$ cat src/rtl/calc_mem_pkg.sv
// Shared definitions for the calculator's saved-number history memory.
// Used by both the save path and the recall reader.
package calc_mem_pkg;

  localparam int DATA_W   = 8;
  localparam int DEPTH    = 8;
  localparam int ADDR_W   = $clog2(DEPTH);
  localparam int READ_LAT = 1;

  typedef logic [DATA_W-1:0] data_t;

  typedef enum logic [1:0] {
    IDLE  = 2'd0,
    ISSUE = 2'd1,
    WAIT  = 2'd2
  } rd_state_t;

endpackage

$ cat src/rtl/mem_recall_reader.sv
// Read side of the history memory. Each accepted okRECALL issues one RAM
// read; successive recalls walk from the newest entry back to the oldest and
// then wrap to the newest again. A save event restarts the walk.
//
// Ports
//   clk           system clock, rising edge
//   rst_n         asynchronous reset, active low
//   okRECALL      recall request pulse
//   save_evt      save path wrote a new entry
//   wr_ptr        save path's next write index (newest = wr_ptr-1)
//   count         number of valid entries, 0..DEPTH
//   rd_en         RAM read strobe, one cycle per recall
//   rd_addr       RAM read address, held from issue through capture
//   rd_data       RAM read data, valid READ_LAT cycles after rd_en
//   recall_num    recalled value, held until replaced
//   recall_valid  recall_num is current
//   recall_empty  one-cycle pulse: request made with an empty history
//   busy          read in flight
//
// state | meaning
// IDLE  | waiting for a recall request
// ISSUE | rd_en asserted, address presented to the RAM
// WAIT  | counting down the RAM read latency, capture on the last cycle
module mem_recall_reader #(
  parameter int DATA_W   = calc_mem_pkg::DATA_W,
  parameter int DEPTH    = calc_mem_pkg::DEPTH,
  parameter int ADDR_W   = $clog2(DEPTH),
  parameter int READ_LAT = calc_mem_pkg::READ_LAT
) (
  input  logic              clk,
  input  logic              rst_n,
  input  logic              okRECALL,
  input  logic              save_evt,
  input  logic [ADDR_W-1:0] wr_ptr,
  input  logic [ADDR_W:0]   count,
  output logic              rd_en,
  output logic [ADDR_W-1:0] rd_addr,
  input  logic [DATA_W-1:0] rd_data,
  output logic [DATA_W-1:0] recall_num,
  output logic              recall_valid,
  output logic              recall_empty,
  output logic              busy
);
  import calc_mem_pkg::*;

  localparam int LAT_W = $clog2(READ_LAT + 1);

  rd_state_t         state, state_next;
  logic [ADDR_W-1:0] offset;
  logic [ADDR_W:0]   offset_inc;
  logic [LAT_W-1:0]  lat_cnt;
  logic              accept;
  logic              capture;
  logic              empty_req;

  assign accept     = (state == IDLE) && okRECALL && !save_evt && (count != '0);
  assign empty_req  = (state == IDLE) && okRECALL && !save_evt && (count == '0);
  assign capture    = (state == WAIT) && (lat_cnt == LAT_W'(1)) && !save_evt;
  assign offset_inc = {1'b0, offset} + (ADDR_W+1)'(1);

  assign rd_en = (state == ISSUE);
  assign busy  = (state != IDLE);

  always_ff @(posedge clk or negedge rst_n) begin
    if (!rst_n) state <= IDLE;
    else        state <= state_next;
  end

  always_comb begin
    state_next = state;
    case (state)
      IDLE:    if (accept) state_next = ISSUE;
      ISSUE:   state_next = WAIT;
      WAIT:    if (lat_cnt == LAT_W'(1)) state_next = IDLE;
      default: state_next = IDLE;
    endcase
    // A save aborts any read in flight; its data is never captured.
    if (save_evt) state_next = IDLE;
  end

  always_ff @(posedge clk or negedge rst_n) begin
    if (!rst_n) begin
      rd_addr      <= '0;
      offset       <= '0;
      lat_cnt      <= '0;
      recall_num   <= '0;
      recall_valid <= 1'b0;
      recall_empty <= 1'b0;
    end else begin
      recall_empty <= empty_req;

      if (accept) begin
        // Modular subtraction: wr_ptr=0 naturally wraps to the top entry.
        rd_addr      <= wr_ptr - offset - ADDR_W'(1);
        recall_valid <= 1'b0;
      end

      if (state == ISSUE)
        lat_cnt <= LAT_W'(READ_LAT);
      else if (state == WAIT && lat_cnt != '0)
        lat_cnt <= lat_cnt - LAT_W'(1);

      if (capture) begin
        recall_num   <= rd_data;
        recall_valid <= 1'b1;
        // >= rather than == so a history that shrank under us restarts at
        // the newest entry instead of walking past the valid range.
        if (offset_inc >= count) offset <= '0;
        else                     offset <= offset_inc[ADDR_W-1:0];
      end

      if (save_evt) begin
        offset       <= '0;
        recall_valid <= 1'b0;
      end
    end
  end

endmodule

$ cat config.mk
export PLATFORM = sky130hd
export DESIGN_NAME = mem_recall_reader
export DESIGN_NICKNAME = d
export VERILOG_FILES = /design/src/rtl/calc_mem_pkg.sv /design/src/rtl/mem_recall_reader.sv
export SDC_FILE = /design/constraint.sdc
export NUM_CORES = 1
export LEC_CHECK = 0
export BUFFER_PORTS_ARGS = -buffer_cell sky130_fd_sc_hd__buf_2
export CORE_AREA = 5 5 51 53
export DETAILED_ROUTE_END_ITERATION = 10
export DIE_AREA = 0 0 56 58
export MAX_ROUTING_LAYER = met4
export PLACE_DENSITY = 0.87
export SLEW_MARGIN = 20
export SYNTH_ARGS = -nofsm -noshare
export SYNTH_HDL_FRONTEND = slang
export SYNTH_SLANG_ARGS = --single-unit
$ cat constraint.sdc
create_clock -name clk -period 1.95 [get_ports clk]
set_clock_uncertainty 0.15 [all_clocks]
set_input_delay 0.0975 -clock clk [delete_from_list [all_inputs] [get_ports clk]]
set_output_delay 0.0975 -clock clk [all_outputs]
set_load 0.01 [all_outputs]
==> flow_summary.toml <==
[synth]
synthCells = 98
ys_types = 25
synth.yosys.seq_area_share_pct = 49.0
synth_adder_area_share_pct = 9.81
synth.avg_cell_area_um2 = 9.89
synth_compound_area_share_pct = 6.19
syn_nets = 124
ys_seq_elements = 19
netlist_area_um2 = 970
synth-simple-area-share_pct = 22.6
synth_top_family_by_area = "simple AND/OR/NAND/NOR gates"
synth_warnings = 0
synth.area.mux_share_pct = 4.65
synthXorXnorAreaFrac_pct = 2.71

[setup_path]
regToRegSetupSlack_ps = 120
end_kind = "flop"
slowest_stage = "dlygate4sd3_1"
crit_end = "recall_empty$_DFF_PN0_"
path_cells = "dlygate4sd3_1, buf_2, or4_1, dlygate4sd3_1, nor2_1"
cp-startpoint = "count[1]"
crit_type = "input port to flop"
cp_common_cell = "dlygate4sd3_1"
cp_max_fo = 2
cpPeakStageDelay_ps = 580
rr_worst_depth = 4
start_kind = "input port"
worstReg2RegEnd = "rd_addr[0]$_DFFE_PN0P_"
cp_data_required_time_ps = 2030
crit_arrival_ps = 1970
r2r-start = "state[1]$_DFFE_PN0P_"

[detailed_routing]
wl_um = 2180
vias = 820
drt.antenna.violating_nets = 0
drt_first_iter_violations = 19
drtPass1Iterations = 4
drcViolationCount = 0
routed_via_density = 4.63
wl_per_cell_um = 12.3

[timing]
setup_ws_ps = 59.7
hold_viol = 0
worstMarginPinSlew_ps = 416
drv_slew = 0
fin_setup_tns_ps = 0
fin_crit_sh_pct = 96.9
period_needed_ps = 1890
setup_violations = 0
slew_headroom_pct = 72.2
holdWs_ps = 49.2
fmax_mhz = 529
rsz0062_at_grt = "no"

[floorplanning]
ioPinCount = 34
initial_utilization_pct = 46.0
die_area_um2 = 3250
rows = 17
die_h_um = 58
core_area_um2 = 2110
fp.dieW_um = 56

[global_route]
grt_overflow_total = 0
grt_pass1_vias = 887
grt_pass1_wl_um = 3840
grt_max_degree = 20
grt.total_usage_pct = 15.1
antenna_found_initial = 0

[placement]
io_buffers = 33
dpl.hpwl_um = 1620
gp_congestion = 0.887
place_ws_ps = 34.2

[pwr]
power.density_nw_per_um2 = 816
finalPower_mw = 1.10
vdd_ir_drop_max_mv = 0.448
p_leak_nw = 0.721

[cts]
clock_path_buffers = 2
cts_inserted_buffers = 3
clk_latency_ps = 290
cts_root_buffer = "clkbuf_4"
clkSlewWorstSetupHoldPaths_ps = 110
htreeDepth = 1
cts_tree = "done"
cts_sinks = 19
post_cts_buffers = 0

[cells_and_area]
utilization_pct = 64.0
syn_to_final_growth_pct = 39.0
drive_above_1_share_pct = 32.2
antenna_cells = 0
nNetsFinal = 176

[outcome]
status = "finished clean"

[min_path]
hp-class = "input port to flop"

[flow_run]
maxCapViolCount = 0
## state kept, by name (all words and copies together) (netlist names)
name / count
lat_cnt: 1
recall_empty: 1
rd_addr: 3
state: 2
recall_valid: 1
offset: 3
recall_num: 8
## Yosys cell counts
master	number	area [um2]
a211oi_1	1	7.51
a31oi_1	1	6.26
buf_6	1	11.3
clkbuf_1	2	7.51
dfrtp_1	19	475
fa_1	1	20.0
ha_1	6	75.1
inv_1	8	30.0
mux2_4	3	45.0
nand2_1	28	105
nand2b_1	3	18.8
nand4bb_1	1	11.3
nor2_1	6	22.5
nor2b_4	1	13.8
nor3_1	1	5.00
nor3b_1	1	7.51
nor4bb_1	1	10.0
o2111ai_1	1	8.76
o211ai_1	1	7.51
o21ai_0	6	30.0
or2_1	1	6.26
or3b_4	1	11.3
or4_1	1	7.51
xnor2_1	1	8.76
xor2_1	2	17.5
## placed cells by master, fill, tap and decap left out, drive strengths merged
cell type / n
nor2: 6
ha: 6
mux2: 3
dlygate4sd3: 13
or2: 1
clkinv: 1
buf: 37
o2111ai: 1
o211ai: 1
inv: 8
nor4bb: 1
fa: 1
nor3b: 1
xor2: 2
nor2b: 1
a211oi: 1
nor3: 1
nand2b: 3
a31oi: 1
clkbuf: 3
nand2: 28
or4: 1
dfrtp: 19
o21ai: 6
xnor2: 1
nand4bb: 1
or3b: 1
## layout make-up
| cell class | instances | area [um2] |
|---|---|---|
| multi-input cells | 68 | 454 |
| repair buffers | 50 | 325 |
| fillers | 164 | 758 |
| well taps | 28 | 35.0 |
| inverters | 8 | 30.0 |
| flip-flops and latches | 19 | 475 |
| clock inverters | 1 | 5.00 |
| clock buffers | 3 | 22.5 |
## metrics by stage
step / cells / instance area (um2)
final: 177 / 1350
after global routing: 177 / 1350
after CTS: 177 / 1340
after detailed placement: 160 / 1180
after global placement: 160 / 1180
after floorplan: 98 / 970
## how the worst min path moves through the flow
| stage | startpoint | end | slack, ps | cells past startpoint |
|---|---|---|---|---|
| 5_1_grt | okRECALL | recall_empty$_DFF_PN0_ | 50 | 3 |
| 2_1_floorplan | rst_n | lat_cnt$_DFFE_PN0P_ | -350 | 0 |
| 4_1_cts | okRECALL | recall_empty$_DFF_PN0_ | 50 | 3 |
| 3_5_place_dp | rst_n | recall_num[0]$_DFFE_PN0P_ | -90 | 1 |
| 3_3_place_gp | rst_n | recall_num[0]$_DFFE_PN0P_ | -100 | 1 |
| 6_report | wr_ptr[1] | rd_addr[1]$_DFFE_PN0P_ | 50 | 3 |
## cells by family after synthesis
logic type,count (synthesis)
AND/OR/NAND/NOR,45
flip-flops,19
buffers and inverters,11
AO/OA/AOI/OAI,10
adder cells (fa/ha/maj),7
XOR/XNOR,3
multiplexers,3
## where the power goes
| part | total (mW) | switching [mW] | internal [mW] |
|---|---|---|---|
| clock | 0.197 | 0.121 | 0.0762 |
| combinational | 0.353 | 0.177 | 0.176 |
| sequential | 0.550 | 0.0555 | 0.494 |
## worst max-delay path: cells and delay by family
kind | cells | cell delay, ps
buffers and inverters | 3 | 1230
AND/OR/NAND/NOR | 2 | 650
## layer usage
layer	track usage, %	wire length, um	up-vias
met2	26.4	1050	27
li1	-	-	419
met3	4.23	156	0
met5	-	0	-
met4	5.42	0	0
met1	16.6	975	374
## repair_timing
| item | 4_1_cts | 5_1_grt |
|---|---|---|
| hold buffers | 13 | 0 |
| endpoints found under the setup margin | 0 | 3 |
| resized for setup | 0 | 4 |
| endpoints found under the hold margin | 30 | 0 |
Note: power is estimated with default switching activity, not from simulation.
